[config.mk]
export PLATFORM = sky130hd
export DESIGN_NAME = pc_ctrl_flat
export DESIGN_NICKNAME = d
export VERILOG_FILES = /design/src/rtl/pc_ctrl_if.sv /design/src/rtl/pc_ctrl.sv /design/src/flat_wrapper.sv
export SDC_FILE = /design/constraint.sdc
export NUM_CORES = 1
export LEC_CHECK = 0
export ABC_AREA = 1
export ABC_CLOCK_PERIOD_IN_PS = 3500
export CAP_MARGIN = 30
export CELL_PAD_IN_SITES_DETAIL_PLACEMENT = 0
export CELL_PAD_IN_SITES_GLOBAL_PLACEMENT = 2
export CORE_MARGIN = 2
export CORE_UTILIZATION = 31
export CTS_CLUSTER_SIZE = 16
export DETAILED_ROUTE_END_ITERATION = 8
export PLACE_DENSITY = 0.82
export SYNTH_ARGS = -nofsm -noshare
export SYNTH_HDL_FRONTEND = slang
export SYNTH_SLANG_ARGS = --single-unit
export TNS_END_PERCENT = 20
[constraint.sdc]
create_clock -name clk -period 3.5 [get_ports clk]
set_input_delay 0.7 -clock clk [delete_from_list [all_inputs] [get_ports clk]]
set_output_delay 0.7 -clock clk [all_outputs]
set_load 0.01 [all_outputs]
[src/rtl/pc_ctrl_if.sv]
// Bus between the PC sequencer and its surroundings: decoded controls in,
// LUT index/target pair, and the sequencer status outputs.
interface pc_ctrl_if #(
  parameter int unsigned D = 12,
  parameter int unsigned A = 8,
  parameter int unsigned C = 16
);
  logic         start;
  logic         halt;
  logic         jump_en;
  logic         branch_en;
  logic         call_en;
  logic         ret_en;
  logic [A-1:0] lut_idx;
  logic [A-1:0] lut_addr;
  logic [D-1:0] lut_target;
  logic [D-1:0] pc;
  logic         fetch_valid;
  logic         done;
  logic         stk_err;
  logic [C-1:0] taken_cnt;

  // Driver side: decoder plus the target LUT.
  modport master (
    output start, halt, jump_en, branch_en, call_en, ret_en, lut_idx, lut_target,
    input  lut_addr, pc, fetch_valid, done, stk_err, taken_cnt
  );

  // Sequencer side.
  modport slave (
    input  start, halt, jump_en, branch_en, call_en, ret_en, lut_idx, lut_target,
    output lut_addr, pc, fetch_valid, done, stk_err, taken_cnt
  );
endinterface

[src/rtl/pc_ctrl.sv]
// Program-counter sequencer: IDLE/RUN/DONE state machine, PC register,
// return-address stack and saturating taken-transfer counter.
// The connected interface must use the same D/A/C as this module.
module pc_ctrl #(
  parameter int unsigned D = 12,
  parameter int unsigned A = 8,
  parameter int unsigned S = 4,  // power of 2, at least 2
  parameter int unsigned C = 16
) (
  input logic       clk,
  input logic       reset,
  pc_ctrl_if.slave  bus
);
  localparam int unsigned PW = $clog2(S);
  localparam logic [PW:0] Full = (PW+1)'(S);

  typedef enum logic [1:0] {StIdle, StRun, StDone} state_t;

  state_t       state_q;
  logic [D-1:0] pc_q;
  logic [D-1:0] stk_q [S];
  logic [PW:0]  depth_q;
  logic         err_q;
  logic [C-1:0] cnt_q;
  logic         done_q;
  logic         fv_q;

  logic [D-1:0]  pc_inc;
  logic [PW-1:0] push_idx;
  logic [PW-1:0] pop_idx;
  logic          stk_full;
  logic          stk_empty;
  logic [C-1:0]  cnt_inc;

  // Datapath helpers: sequential PC, stack pointers, saturating count.
  always_comb begin
    pc_inc    = pc_q + D'(1);
    push_idx  = depth_q[PW-1:0];
    pop_idx   = push_idx - PW'(1);
    stk_full  = (depth_q == Full);
    stk_empty = (depth_q == '0);
    cnt_inc   = (&cnt_q) ? cnt_q : cnt_q + C'(1);
  end

  // Sequencer FSM; start restarts from any state and overrides all controls.
  always_ff @(posedge clk or posedge reset) begin
    if (reset) begin
      state_q <= StIdle;
      pc_q    <= '0;
      depth_q <= '0;
      err_q   <= 1'b0;
      cnt_q   <= '0;
      done_q  <= 1'b0;
      fv_q    <= 1'b0;
      for (int i = 0; i < int'(S); i++) stk_q[i] <= '0;
    end else if (bus.start) begin
      state_q <= StRun;
      pc_q    <= '0;
      depth_q <= '0;
      err_q   <= 1'b0;
      cnt_q   <= '0;
      done_q  <= 1'b0;
      fv_q    <= 1'b1;
    end else if (state_q == StRun) begin
      if (bus.halt) begin
        state_q <= StDone;
        done_q  <= 1'b1;
        fv_q    <= 1'b0;
      end else if (bus.ret_en) begin
        if (stk_empty) begin
          err_q   <= 1'b1;
          state_q <= StDone;
          done_q  <= 1'b1;
          fv_q    <= 1'b0;
        end else begin
          pc_q    <= stk_q[pop_idx];
          depth_q <= depth_q - (PW+1)'(1);
          cnt_q   <= cnt_inc;
        end
      end else if (bus.call_en) begin
        if (stk_full) begin
          err_q   <= 1'b1;
          state_q <= StDone;
          done_q  <= 1'b1;
          fv_q    <= 1'b0;
        end else begin
          stk_q[push_idx] <= pc_inc;
          pc_q    <= bus.lut_target;
          depth_q <= depth_q + (PW+1)'(1);
          cnt_q   <= cnt_inc;
        end
      end else if (bus.jump_en || bus.branch_en) begin
        pc_q  <= bus.lut_target;
        cnt_q <= cnt_inc;
      end else begin
        pc_q <= pc_inc;
      end
    end
  end

  assign bus.lut_addr    = bus.lut_idx;
  assign bus.pc          = pc_q;
  assign bus.fetch_valid = fv_q;
  assign bus.done        = done_q;
  assign bus.stk_err     = err_q;
  assign bus.taken_cnt   = cnt_q;
endmodule

[src/flat_wrapper.sv]
// flat-port wrapper written by rule: the top's interface ports become plain ports
module pc_ctrl_flat 
#(
  parameter int unsigned D = 12,
  parameter int unsigned A = 8,
  parameter int unsigned S = 4,                           
  parameter int unsigned C = 16
)
  (clk, reset, bus_start, bus_halt, bus_jump_en, bus_branch_en, bus_call_en, bus_ret_en, bus_lut_idx, bus_lut_target, bus_lut_addr, bus_pc, bus_fetch_valid, bus_done, bus_stk_err, bus_taken_cnt);
  pc_ctrl_if #(.D(D), .A(A), .C(C)) bus_i ();
  input logic clk;
  input logic reset;
  input wire logic [$bits(bus_i.start)-1:0] bus_start;
  input wire logic [$bits(bus_i.halt)-1:0] bus_halt;
  input wire logic [$bits(bus_i.jump_en)-1:0] bus_jump_en;
  input wire logic [$bits(bus_i.branch_en)-1:0] bus_branch_en;
  input wire logic [$bits(bus_i.call_en)-1:0] bus_call_en;
  input wire logic [$bits(bus_i.ret_en)-1:0] bus_ret_en;
  input wire logic [$bits(bus_i.lut_idx)-1:0] bus_lut_idx;
  input wire logic [$bits(bus_i.lut_target)-1:0] bus_lut_target;
  output wire logic [$bits(bus_i.lut_addr)-1:0] bus_lut_addr;
  output wire logic [$bits(bus_i.pc)-1:0] bus_pc;
  output wire logic [$bits(bus_i.fetch_valid)-1:0] bus_fetch_valid;
  output wire logic [$bits(bus_i.done)-1:0] bus_done;
  output wire logic [$bits(bus_i.stk_err)-1:0] bus_stk_err;
  output wire logic [$bits(bus_i.taken_cnt)-1:0] bus_taken_cnt;
  assign bus_i.start = bus_start;
  assign bus_i.halt = bus_halt;
  assign bus_i.jump_en = bus_jump_en;
  assign bus_i.branch_en = bus_branch_en;
  assign bus_i.call_en = bus_call_en;
  assign bus_i.ret_en = bus_ret_en;
  assign bus_i.lut_idx = bus_lut_idx;
  assign bus_i.lut_target = bus_lut_target;
  assign bus_lut_addr = bus_i.lut_addr;
  assign bus_pc = bus_i.pc;
  assign bus_fetch_valid = bus_i.fetch_valid;
  assign bus_done = bus_i.done;
  assign bus_stk_err = bus_i.stk_err;
  assign bus_taken_cnt = bus_i.taken_cnt;
  pc_ctrl #(.D(D), .A(A), .S(S), .C(C)) u_core (.clk(clk), .reset(reset), .bus(bus_i));
endmodule
==> impl_metrics.toml <==
[finish]
n_antenna_cell = 0
drive_above_1_share = 0.0708
nets = 722
area_delta_synth_final_pct = 19.8

[worst_setup_path]
path_cells = "clkdlybuf4s50_1 > inv_2 > nand2_2 > inv_2 > nand2_1 > nand3_2 > nor2_4 > nand3_2 > inv_2 > nand2_1 > nand2_1"
cp-start-kind = "input port"
slowest_delay_ps = 490
critical_path.top_delay_family = "buffers and inverters"
path_class = "in2reg"
crit_path_max_fanout = 24
worst_path_max_delay_cell = "clkdlybuf4s50_1"
endpoint_kind = "flop"
crit_buf_inv = 4
worstPathRequired_ps = 3780
crit_arrival_ps = 2740

[sta]
final.setup_skew_ps = 10.8
fin_crit_sh = 0.705
rsz0062_at_grt = "false"
tightest_slew_ps = 669
drv_slew = 0
max_slew_margin = 0.551
timing_hold_violations_final = 0
clock.fmax_mhz = 405
min_period_ps = 2470
setup_viol = 0
fin_ws_ps = 1030
tns_ps = 0

[global_route]
grt_max_degree = 83
grt_first_pass_wirelength_um = 22500
antenna_found_initial = 0
grt_usage = 0.178
grt_pass1_vias = 4103
grt_overflow = 0

[die]
die_w_um = 127
pin_count = 67
die_y_um = 127
core_sq_um = 14600
num_rows = 44
die_area_sq_um = 16100
initial_core_util = 0.319

[cts]
cts_tree = "done"
cts_resized = 0
numCtsBuffers = 9
hold_buffers = 0
clock_latency_ps = 350
clkTransAtPathRegs_ps = 70
root_buffer = "clkbuf_16"
h-tree-depth = 3
post-cts-setup-buffers = 0
clock_path_buffers = 2
cts.sinks = 82

[logic_synthesis]
dominantRegCellSynth = "dfrtp_1"
synthArstFlopShare = 1.00
synth-seq-area-share = 0.439
yosys_warnings = 0
syn_inst = 646
synth_commonest_cells = "nand2_1, dfrtp_1, nor2_1"
ys_top_cells_by_area = "dfrtp_1, nand2_1, nand3_1"
synth_top_cell_by_area = "dfrtp_1"
synth_edf_count = 0
avgSynthCellArea_sq_um = 7.23
synth_seq_cells = 82
syn-num-nets = 681
yosysMostFrequentCell = "nand2_1"
ys_types = 38
syn_area_sq_um = 4670
yosysTopAreaCellShare = 0.439

[power_and_ir_drop]
vdd_drop_max_mv = 0.218
power_density_nw_per_um2 = 692
p_leak_nw = 2.64

[detailed_routing]
wl_um = 13500
wl_per_cell_um = 15.4
drc_errors = 0
final_antenna_net_count = 0
vias_per_cell = 4.84
vias = 4241
dr.pass1.iters = 4
drt_iter0_drc = 262

[placement]
numPortBuffers = 50
pre_cts_ws_ps = 658
hpwl_um = 9660
finalWeightedCongestion = 0.805

[hold_path]
hold_path_class = "reg2reg"

[outcome]
outcome = "complete, no violations"

[run]
max_cap_viol_count = 0
## routing by layer
layer  wire length, um  vias up  GRT usage  part of all wire
li1                  -     2128          -                 -
met1              6630     1998      0.255              0.49
met2              6170      100      0.280              0.46
met3               531       15     0.0321             0.039
met4               129        0     0.0427            0.0096
met5                 0        -          0                 0
## worst paths after layout
check / startpoint / cells after the start / slack, ps / endpoint
min in group asynchronous: reset / 3 / 760 / u_core.bus.done
worst max-delay path: bus_start / 11 / 1030 / u_core.bus.taken_cnt[8]
worst min register to register: u_core.stk_q[8] / 2 / 480 / u_core.stk_q[8]
worst max register to register: u_core.depth_q[0] / 10 / 1120 / u_core.bus.pc[0]
max in group asynchronous: reset / 3 / 2370 / u_core.bus.taken_cnt[6]
worst min-delay path: u_core.stk_q[8] / 2 / 480 / u_core.stk_q[8]
## worst min-delay path, stage by stage, from the launching register on
cell and delay, ps:
dfrtp_1 340, nand2_1 50, nand2_1 50
## layout by cell type, fill, tap and decap left out, types with 4 or more instances in the layout
| cell type | n |
|---|---|
| nor2_1 | 54 |
| o21ai_2 | 5 |
| nand3_1 | 43 |
| o21ai_1 | 8 |
| inv_1 | 44 |
| a21oi_1 | 24 |
| buf_4 | 7 |
| ha_1 | 6 |
| o21ai_0 | 43 |
| clkdlybuf4s50_1 | 50 |
| nand2_1 | 253 |
| clkbuf_16 | 9 |
| nand4_1 | 4 |
| inv_2 | 6 |
| xor2_1 | 10 |
| dfrtp_1 | 82 |
## state kept, by name, summed over array words and instances, names as in the netlist
register	count
u_core.bus.done	1
u_core.bus.pc	12
u_core.bus.stk_err	1
u_core.bus.taken_cnt	16
u_core.depth_q	3
u_core.state_q	1
u_core.stk_q	48
## logic make-up after synthesis
logic type	share of synthesized area
and+or+nand+nor	0.334
buffers and inverters	0.0753
DFF	0.439
xor gates and xnor gates	0.0244
AOI/OAI and AO/OA	0.106
adders and majority gates	0.0204
## metrics by stage
step	utilization	hold slack [ps]	std cells	area [sq um]	power [W]
detailed placement	0.363	463	860	5320	0.00299
floorplan	-	442	646	4670	0.00241
CTS	0.382	478	876	5600	0.00391
global route	0.382	506	876	5600	0.00418
finish	0.382	480	876	5600	0.00387
global placement	0.363	455	860	5320	0.00297
## report_power, final
group	switching, W	leakage (nW)	internal, W
sequential	0.000237	1.06	0.00123
clock	0.000423	0.126	0.000487
combinational	0.000945	1.45	0.000548
## layout make-up
type                       count  area, sq um
tap                          184          230
multi-input combinational    484         2270
fill                        1543         9050
inverter                      52          196
clock inverter                 6         48.8
timing repair buffer          58          573
sequential                    82         2050
clock buffer                  10          229
Note: power is estimated with default switching activity, not from simulation.
